<file path="src/rtl/mem_arbiter_if.sv">
// rtl/mem_arbiter_if.sv - CPU fetch/data port and asynchronous SRAM port bundle for mem_arbiter
interface mem_arbiter_if #(
  parameter int SRAM_AW = 20
);
  logic [31:0]        pc;
  logic               inst_req;
  logic [31:0]        instruction;
  logic [31:0]        mem_addr;
  logic [31:0]        mem_wdata;
  logic [4:0]         mem_ctrl_signal;
  logic [31:0]        mem_rdata;
  logic               mem_stall;
  logic [SRAM_AW-1:0] sram_addr;
  logic [31:0]        sram_wdata;
  logic [31:0]        sram_rdata;
  logic [3:0]         sram_be_n;
  logic               sram_ce_n;
  logic               sram_oe_n;
  logic               sram_we_n;

  modport slave (
    input  pc, inst_req, mem_addr, mem_wdata, mem_ctrl_signal, sram_rdata,
    output instruction, mem_rdata, mem_stall,
    output sram_addr, sram_wdata, sram_be_n, sram_ce_n, sram_oe_n, sram_we_n
  );

  modport master (
    output pc, inst_req, mem_addr, mem_wdata, mem_ctrl_signal, sram_rdata,
    input  instruction, mem_rdata, mem_stall,
    input  sram_addr, sram_wdata, sram_be_n, sram_ce_n, sram_oe_n, sram_we_n
  );
endinterface

</file>
<file path="src/rtl/mem_arbiter.sv">
// rtl/mem_arbiter.sv - arbitrates instruction fetch and data access onto one shared asynchronous SRAM
module mem_arbiter #(
  parameter int WAIT_CYCLES = 1,
  parameter int SRAM_AW     = 20
) (
  input  logic          clk_50M,
  input  logic          reset_btn,
  mem_arbiter_if.slave  bus
);
  typedef enum logic [1:0] {IDLE, D_ACC, I_ACC} state_t;

  state_t             state_q, state_d;
  logic [2:0]         cnt_q;
  logic               d_served_q, i_served_q;
  logic [SRAM_AW+1:0] addr_q;
  logic [31:0]        wdata_q;
  logic               wr_q, sx_q;
  logic [1:0]         sz_q;
  logic [31:0]        instruction_q, rdata_q;
  logic               d_pend, i_pend, last;
  logic [4:0]         shamt;
  logic [31:0]        sh, load_ext;

  assign d_pend = (bus.mem_ctrl_signal[4] | bus.mem_ctrl_signal[3]) & ~d_served_q;
  assign i_pend = bus.inst_req & ~i_served_q;
  assign last   = (cnt_q == 3'(WAIT_CYCLES));

  assign bus.mem_stall   = d_pend | i_pend;
  assign bus.instruction = instruction_q;
  assign bus.mem_rdata   = rdata_q;
  assign bus.sram_addr   = addr_q[SRAM_AW+1:2];

  always_comb begin
    state_d = state_q;
    unique case (state_q)
      IDLE:         if (d_pend) state_d = D_ACC;
                    else if (i_pend) state_d = I_ACC;
      D_ACC, I_ACC: if (last) state_d = IDLE;
      default:      state_d = IDLE;
    endcase
  end

  always_ff @(posedge clk_50M or posedge reset_btn) begin
    if (reset_btn) begin
      state_q <= IDLE;
      cnt_q   <= '0;
    end else begin
      state_q <= state_d;
      cnt_q   <= (state_q == IDLE || last) ? 3'd0 : cnt_q + 3'd1;
    end
  end

  // Load lane extraction: half ignores addr[0], word ignores addr[1:0]
  always_comb begin
    shamt = 5'd0;
    if (sz_q == 2'b00)      shamt = {addr_q[1:0], 3'b000};
    else if (sz_q == 2'b01) shamt = {addr_q[1], 4'b0000};
    sh = bus.sram_rdata >> shamt;
    unique case (sz_q)
      2'b00:   load_ext = {{24{sx_q & sh[7]}}, sh[7:0]};
      2'b01:   load_ext = {{16{sx_q & sh[15]}}, sh[15:0]};
      default: load_ext = sh;
    endcase
  end

  always_ff @(posedge clk_50M or posedge reset_btn) begin
    if (reset_btn) begin
      d_served_q    <= 1'b0;
      i_served_q    <= 1'b0;
      addr_q        <= '0;
      wdata_q       <= '0;
      wr_q          <= 1'b0;
      sx_q          <= 1'b0;
      sz_q          <= 2'b00;
      instruction_q <= '0;
      rdata_q       <= '0;
    end else begin
      if (!bus.mem_stall) begin
        d_served_q <= 1'b0;
        i_served_q <= 1'b0;
      end
      if (state_q == IDLE) begin
        if (d_pend) begin
          addr_q  <= bus.mem_addr[SRAM_AW+1:0];
          wdata_q <= bus.mem_wdata;
          wr_q    <= bus.mem_ctrl_signal[4];
          sx_q    <= bus.mem_ctrl_signal[2];
          sz_q    <= bus.mem_ctrl_signal[1:0];
        end else if (i_pend) begin
          addr_q  <= bus.pc[SRAM_AW+1:0];
          wr_q    <= 1'b0;
          sx_q    <= 1'b0;
          sz_q    <= 2'b10;
        end
      end
      if (state_q == D_ACC && last) begin
        d_served_q <= 1'b1;
        if (!wr_q) rdata_q <= load_ext;
      end
      if (state_q == I_ACC && last) begin
        i_served_q    <= 1'b1;
        instruction_q <= bus.sram_rdata;
      end
    end
  end

  // Strobes decode straight from state so reset releases the SRAM immediately
  always_comb begin
    bus.sram_ce_n  = 1'b1;
    bus.sram_oe_n  = 1'b1;
    bus.sram_we_n  = 1'b1;
    bus.sram_be_n  = 4'b1111;
    bus.sram_wdata = wdata_q;
    unique case (sz_q)
      2'b00:   bus.sram_wdata = {4{wdata_q[7:0]}};
      2'b01:   bus.sram_wdata = {2{wdata_q[15:0]}};
      default: bus.sram_wdata = wdata_q;
    endcase
    unique case (state_q)
      I_ACC: begin
        bus.sram_ce_n = 1'b0;
        bus.sram_oe_n = 1'b0;
        bus.sram_be_n = 4'b0000;
      end
      D_ACC: begin
        bus.sram_ce_n = 1'b0;
        unique case (sz_q)
          2'b00:   bus.sram_be_n = ~(4'b0001 << addr_q[1:0]);
          2'b01:   bus.sram_be_n = addr_q[1] ? 4'b0011 : 4'b1100;
          default: bus.sram_be_n = 4'b0000;
        endcase
        if (wr_q) bus.sram_we_n = last;
        else      bus.sram_oe_n = 1'b0;
      end
      default: ;
    endcase
  end
endmodule

</file>
<file path="src/flat_wrapper.sv">
// flat-port wrapper written by rule: the top's interface ports become plain ports
module mem_arbiter_flat 
#(
  parameter int WAIT_CYCLES = 1,
  parameter int SRAM_AW     = 20
)
  (clk_50M, reset_btn, bus_pc, bus_inst_req, bus_mem_addr, bus_mem_wdata, bus_mem_ctrl_signal, bus_sram_rdata, bus_instruction, bus_mem_rdata, bus_mem_stall, bus_sram_addr, bus_sram_wdata, bus_sram_be_n, bus_sram_ce_n, bus_sram_oe_n, bus_sram_we_n);
  mem_arbiter_if #(.SRAM_AW(SRAM_AW)) bus_i ();
  input  logic clk_50M;
  input  logic reset_btn;
  input wire logic [$bits(bus_i.pc)-1:0] bus_pc;
  input wire logic [$bits(bus_i.inst_req)-1:0] bus_inst_req;
  input wire logic [$bits(bus_i.mem_addr)-1:0] bus_mem_addr;
  input wire logic [$bits(bus_i.mem_wdata)-1:0] bus_mem_wdata;
  input wire logic [$bits(bus_i.mem_ctrl_signal)-1:0] bus_mem_ctrl_signal;
  input wire logic [$bits(bus_i.sram_rdata)-1:0] bus_sram_rdata;
  output wire logic [$bits(bus_i.instruction)-1:0] bus_instruction;
  output wire logic [$bits(bus_i.mem_rdata)-1:0] bus_mem_rdata;
  output wire logic [$bits(bus_i.mem_stall)-1:0] bus_mem_stall;
  output wire logic [$bits(bus_i.sram_addr)-1:0] bus_sram_addr;
  output wire logic [$bits(bus_i.sram_wdata)-1:0] bus_sram_wdata;
  output wire logic [$bits(bus_i.sram_be_n)-1:0] bus_sram_be_n;
  output wire logic [$bits(bus_i.sram_ce_n)-1:0] bus_sram_ce_n;
  output wire logic [$bits(bus_i.sram_oe_n)-1:0] bus_sram_oe_n;
  output wire logic [$bits(bus_i.sram_we_n)-1:0] bus_sram_we_n;
  assign bus_i.pc = bus_pc;
  assign bus_i.inst_req = bus_inst_req;
  assign bus_i.mem_addr = bus_mem_addr;
  assign bus_i.mem_wdata = bus_mem_wdata;
  assign bus_i.mem_ctrl_signal = bus_mem_ctrl_signal;
  assign bus_i.sram_rdata = bus_sram_rdata;
  assign bus_instruction = bus_i.instruction;
  assign bus_mem_rdata = bus_i.mem_rdata;
  assign bus_mem_stall = bus_i.mem_stall;
  assign bus_sram_addr = bus_i.sram_addr;
  assign bus_sram_wdata = bus_i.sram_wdata;
  assign bus_sram_be_n = bus_i.sram_be_n;
  assign bus_sram_ce_n = bus_i.sram_ce_n;
  assign bus_sram_oe_n = bus_i.sram_oe_n;
  assign bus_sram_we_n = bus_i.sram_we_n;
  mem_arbiter #(.WAIT_CYCLES(WAIT_CYCLES), .SRAM_AW(SRAM_AW)) u_core (.clk_50M(clk_50M), .reset_btn(reset_btn), .bus(bus_i));
endmodule
</file>
<file path="config.mk">
export PLATFORM = sky130hd
export DESIGN_NAME = mem_arbiter_flat
export DESIGN_NICKNAME = d
export VERILOG_FILES = /design/src/rtl/mem_arbiter_if.sv /design/src/rtl/mem_arbiter.sv /design/src/flat_wrapper.sv
export SDC_FILE = /design/constraint.sdc
export NUM_CORES = 1
export LEC_CHECK = 0
export BUFFER_PORTS_ARGS = -buffer_cell sky130_fd_sc_hd__buf_4
export CORE_MARGIN = 3
export CORE_UTILIZATION = 26
export CTS_CLUSTER_SIZE = 14
export DETAILED_ROUTE_END_ITERATION = 10
export GPL_TIMING_DRIVEN = 0
export SYNTH_ARGS = -nofsm -noshare
export SYNTH_HDL_FRONTEND = slang
export SYNTH_SLANG_ARGS = --single-unit
</file>
<file path="constraint.sdc">
create_clock -name clk_50M -period 6.8 [get_ports clk_50M]
set_input_delay 0 -clock clk_50M [delete_from_list [all_inputs] [get_ports clk_50M]]
set_output_delay 0 -clock clk_50M [all_outputs]
set_load 0.03 [all_outputs]
</file>
After elaboration in Yosys (flattened, before gate mapping)
Cells that the tools add are included.

Register bits: 129. Input port bits: 136. Output and inout port bits: 124.

Add/subtract/negate cells: 1. Equal/unequal tests: 8. Shift-type cells: 2. Multiplexer cells: 26. Bitwise logic cells: 10. Reductions and logical operators: 11.

Operators with widths (number): $pmux 32 s2 (2); $mux 22 (2); $shr 32x5->32 (1); $pmux 4 s2 (2); $mux 1 (10); $mux 5 (2); $mux 2 (4); $reduce_and 2->1 (4); $ne 2x1->1 const B (3); $and 1x1->1 (4); $eq 2x1->1 const B (2); $logic_not 2->1 (2); $mux 4 (1); $not 4->4 (1); $pmux 2 s2 (1); $shl 1x2->4 const A (1); $add 3x1->3 const B (1); $eq 3x1->1 const B (1); $mux 3 (1); $ne 3x1->1 const B (1); $not 1->1 (3); $eq 2x2->1 const B (1); $logic_and 1x1->1 (2); $or 1x1->1 (2); other kinds (4) (4).

Longest topological paths before layout
Depth in word-level cells: 6. Gate-level depth with buffers: 8.

Worst setup path before layout
OpenSTA, ideal clock, no wires.

Path kind: register to register. From: reg u_core.state_q[1]. To: reg u_core.rdata_q[0] (netlist: u_core.bus.mem_rdata[0]). Library setup time: 0.125 ns. Arrival time: 1.733 ns. Required time: 6.675 ns. Path slack: 4.942 ns. Stages on the path, launching flop included: 8. Buffers on the path: 2. Period minus slack after synthesis: 1.858 ns. Path through: dfrtp_1 inv_1 ha_1 nor2b_1 and2_1 clkbuf_1 buf_2 mux2_2.

Longest elaborated chain between the ends: 3.

Ends and longest elaborated chain: from (decl) (line mem_arbiter.sv:12) `state_t state_q, state_d;`; from (signal assigned) (line mem_arbiter.sv:48) `state_q <= state_d;`; $eq 2x1->1 (line mem_arbiter.sv:96) `if (state_q == D_ACC && last) begin`; $logic_and 1x1->1 (line mem_arbiter.sv:96); $reduce_and 2->1 (no line); to (signal assigned) (line mem_arbiter.sv:98) `if (!wr_q) rdata_q <= load_ext;`; to (decl) (line mem_arbiter.sv:19) `logic [31:0] instruction_q, rdata_q;`.

Every way passes these cells. A chain may end at the register's enable or synchronous reset.

Final worst setup path
From: reg u_core.sz_q[1]. To: out bus_sram_wdata[25].

Longest elaborated chain between the ends: 2.

Ends and longest elaborated chain: from (decl) (line mem_arbiter.sv:18) `logic [1:0] sz_q;`; from (signal assigned) (line mem_arbiter.sv:88) `sz_q <= bus.mem_ctrl_signal[1:0];`; $eq 2x1->1 / $logic_not 2->1 (equally long branches) (line mem_arbiter.sv:114) `unique case (sz_q)`; $pmux 32 s2 * (line mem_arbiter.sv:114); to (decl) (line flat_wrapper.sv:21) `output wire logic [$bits(bus_i.sram_wdata)-1:0] bus_sram_wdata;`.

Mark *: on every way between the ends. The rest lies on a longest branch, timed or not.

==> metrics.md <==
| Metric | Value |
|---|---|
| Ratio of cells with drive above 1 in the final layout | 0.366 |
| Syn nets | 772 |
| DRC | 0 |
| Clk_skew | 0.0157 ns |
| Finished Cell Area | 10300 µm² |
| Total Wirelength | 22.6 mm |
| Hold WC Path Type | input pin to async pin |
| FP Rows | 56 |
| Initial antenna violation count | 0 |
| CP required | 6.80 ns |
| Final hold vios | 0 |
| Root buf cell | clkbuf_16 |
| Syn avg cell area | 9.96 µm² |
| Crit path DAT | 2.50 ns |
| Synthesized flop and latch total | 129 |
| Post-synthesis instance total | 631 |
| Setup bufs post-CTS | 0 |
| Hpwl dp | 16.1 mm |
| CTS tree | yes |
| Register area share after synthesis | 0.514 |
| Initial Util | 0.266 |
| Die area | 26100 µm² |
| TritonRoute pass-1 iters | 5 |
| Clk sinks | 129 |
| Total CTS buffers | 17 |
| Vias in the first global route | 6158 |
| Final Non-Filler Cells | 1335 |
| Via Count | 5923 |
| IO Count | 260 |
| Final period utilization | 0.368 |
| Total gr overflow | 0 |
| Slew at the pin with the worst max-slew slack | 0.920 ns |
| Largest net degree at the start of global routing | 76 |
| Reg clk slew, reported paths | 0.06 ns |
| Placeable Area | 23600 µm² |
| Total track usage | 0.173 |
| Max IR drop VDD | 0.305 mV |
| Unrepaired setup endpoints after global routing | false |
| Hold Slack | 0.195 ns |
| Status | finished, final reports clean |
| Die height | 161 µm |
| Placed cells | 1190 |
| Die width | 161 µm |
| Clk Latency, worst-skew pair | 0.43 ns |
| Cell Chain, Critical Path | buf_2, buf_1, clkbuf_1, o21ai_0, buf_4 |
| Netlist cell types | 35 |
| Fill cells | 2287 |
| Port bufs | 239 |
| Setup violations, final | 0 |
| GP Congestion | 0.789 |
| Iter 0 DRT Violations | 331 |
| Pins over their slew limit | 0 |
| Area overhead of the layout relative to synthesis | 63.2% |
| FMAX | 399 MHz |
| Crit path max-delay family | buffers and inverters |
| Post-DRT Antenna Nets | 0 |
| Antenna cells | 0 |
| Crit path max-delay cell type | clkbuf_1 |
| Commonest non-fill, non-tap cells in the layout | buf_4 (267), nand2_1 (183), dfrtp_1 (129) |
| Worst Path Max Fanout | 10 |
| First-pass GRT wire length | 34.8 mm |
| Final min period | 2.50 ns |
| Max_slew headroom | 0.387 |
| Post-DP Area | 8510 µm² |
| Most common cell after layout, fill and taps aside | buf_4 |
| CP Launch Type | flip-flop |
| Pwr/cell area | 534 nW/µm² |
| Synthesized area | 6280 µm² |
| P_leak | 4.91 nW |
| Final nets | 1145 |
| Multi-input logic area | 2640 µm² |
| CP max stage delay | 0.55 ns |
| # Max-Cap Violations | 0 |
| Drt via density | 4.44 |
| Pre-CTS setup slack | 4.46 ns |
| Tot Pwr | 5.48 mW |
| Setup ws final | 4.30 ns |
| Setup TNS | 0 ns |
| Crit end category | output pin |
| # H-tree levels | 4 |
| Finished Core Util | 0.434 |
| WP buf/inv | 4 |
| Storage element area | 3230 µm² |
| Ys Warns | 0 |
| Wire length per cell | 16.9 µm |
| Setup CP Type | flip-flop to output pin |
| Clock tree buffer depth | 2 |
-- synth_stat cells, drive strengths merged --
| cell type | number | area share |
|---|---|---|
| a211oi | 1 | 0.0020 |
| a21oi | 27 | 0.022 |
| a22o | 4 | 0.0056 |
| a22oi | 8 | 0.0096 |
| a311oi | 1 | 0.0042 |
| a31oi | 1 | 0.0010 |
| a32o | 1 | 0.0016 |
| a32oi | 8 | 0.011 |
| and2 | 1 | 0.0010 |
| buf | 44 | 0.048 |
| clkbuf | 23 | 0.014 |
| dfrtp | 129 | 0.51 |
| ha | 5 | 0.010 |
| inv | 8 | 0.0048 |
| mux2 | 48 | 0.086 |
| mux2i | 33 | 0.053 |
| mux4 | 7 | 0.025 |
| nand2 | 183 | 0.11 |
| nand2b | 3 | 0.0042 |
| nand3 | 1 | 0.00080 |
| nor2 | 33 | 0.020 |
| nor2b | 6 | 0.0060 |
| nor3 | 3 | 0.0024 |
| nor3b | 2 | 0.0032 |
| nor4 | 1 | 0.0020 |
| o21ai | 46 | 0.037 |
| o21bai | 1 | 0.0012 |
| o31ai | 1 | 0.0012 |
| or2 | 2 | 0.0020 |
-- cell type report --
cell class | instances | area share
buffer | 67 | 0.0378
clock buffer | 18 | 0.0428
tap | 319 | 0.0389
inverter | 8 | 0.00342
multi-input combinational | 427 | 0.257
sequential | 129 | 0.315
timing repair buffer | 354 | 0.289
clock inverter | 13 | 0.0159
-- kinds of logic (layout without fill, tap and decap cells) --
group                    after synthesis  in the layout  share of synthesized area
AND/OR/NAND/NOR                      235            235                      0.151
buffers and inverters                 75            460                     0.0665
multiplexers                          88             88                      0.164
AO/OA/AOI/OAI                         99             99                     0.0956
adder cells (fa/ha/maj)                5              5                    0.00996
flip-flops                           129            129                      0.514
-- worst reg2reg max path, cell delays in order (launching register included) --
cell and delay (ns):
dfrtp_1 0.34, o21bai_1 0.10, buf_2 0.29, buf_1 0.63
mux2i_1 0.30, dlygate4sd3_1 0.56, o21ai_0 0.06
-- layer usage --
| layer | track usage | share of wire | vias up |
|---|---|---|---|
| li1 | - | - | 2845 |
| met1 | 0.216 | 0.43 | 2849 |
| met3 | 0.0516 | 0.070 | 12 |
| met4 | 0.0356 | 0.0083 | 0 |
| met2 | 0.298 | 0.50 | 217 |
| met5 | 0 | 0 | - |
-- repair_timing --
item                                    CTS  global route
resized for setup                         0             0
endpoints found under the setup margin    0             0
endpoints found under the hold margin   161             0
hold buffers                            114             0
-- sequential cells by signal, indices dropped and copies added (netlist names) --
register	count
u_core.bus.mem_rdata	32
u_core.bus.instruction	32
u_core.sx_q	1
u_core.wdata_q	32
u_core.addr_q	22
u_core.i_served_q	1
u_core.cnt_q	3
u_core.state_q	2
u_core.d_served_q	1
u_core.sz_q	2
u_core.wr_q	1
-- report_power, final --
| part | total, mW | internal (mW) | switching [mW] |
|---|---|---|---|
| logic | 3.12 | 1.24 | 1.88 |
| clock network | 0.947 | 0.584 | 0.363 |
| registers | 1.41 | 1.16 | 0.250 |
| total | 5.48 | 2.98 | 2.49 |
-- worst paths after layout --
kind | from | endpoint | slack (ns) | cells past startpoint
min in group clk_50M | bus_mem_wdata[1] | u_core.wdata_q[1] | 0.31 | 4
setup / recovery | u_core.sz_q[1] | bus_sram_wdata[25] | 4.30 | 5
hold reg to reg | u_core.wdata_q[17] | u_core.wdata_q[17] | 0.47 | 2
hold / removal | reset_btn | u_core.bus.instruction[2] | 0.20 | 3
max in group asynchronous | reset_btn | u_core.wdata_q[8] | 5.81 | 4
setup reg to reg | u_core.d_served_q | u_core.addr_q[12] | 4.39 | 6
(Power assumes the default switching activity.)
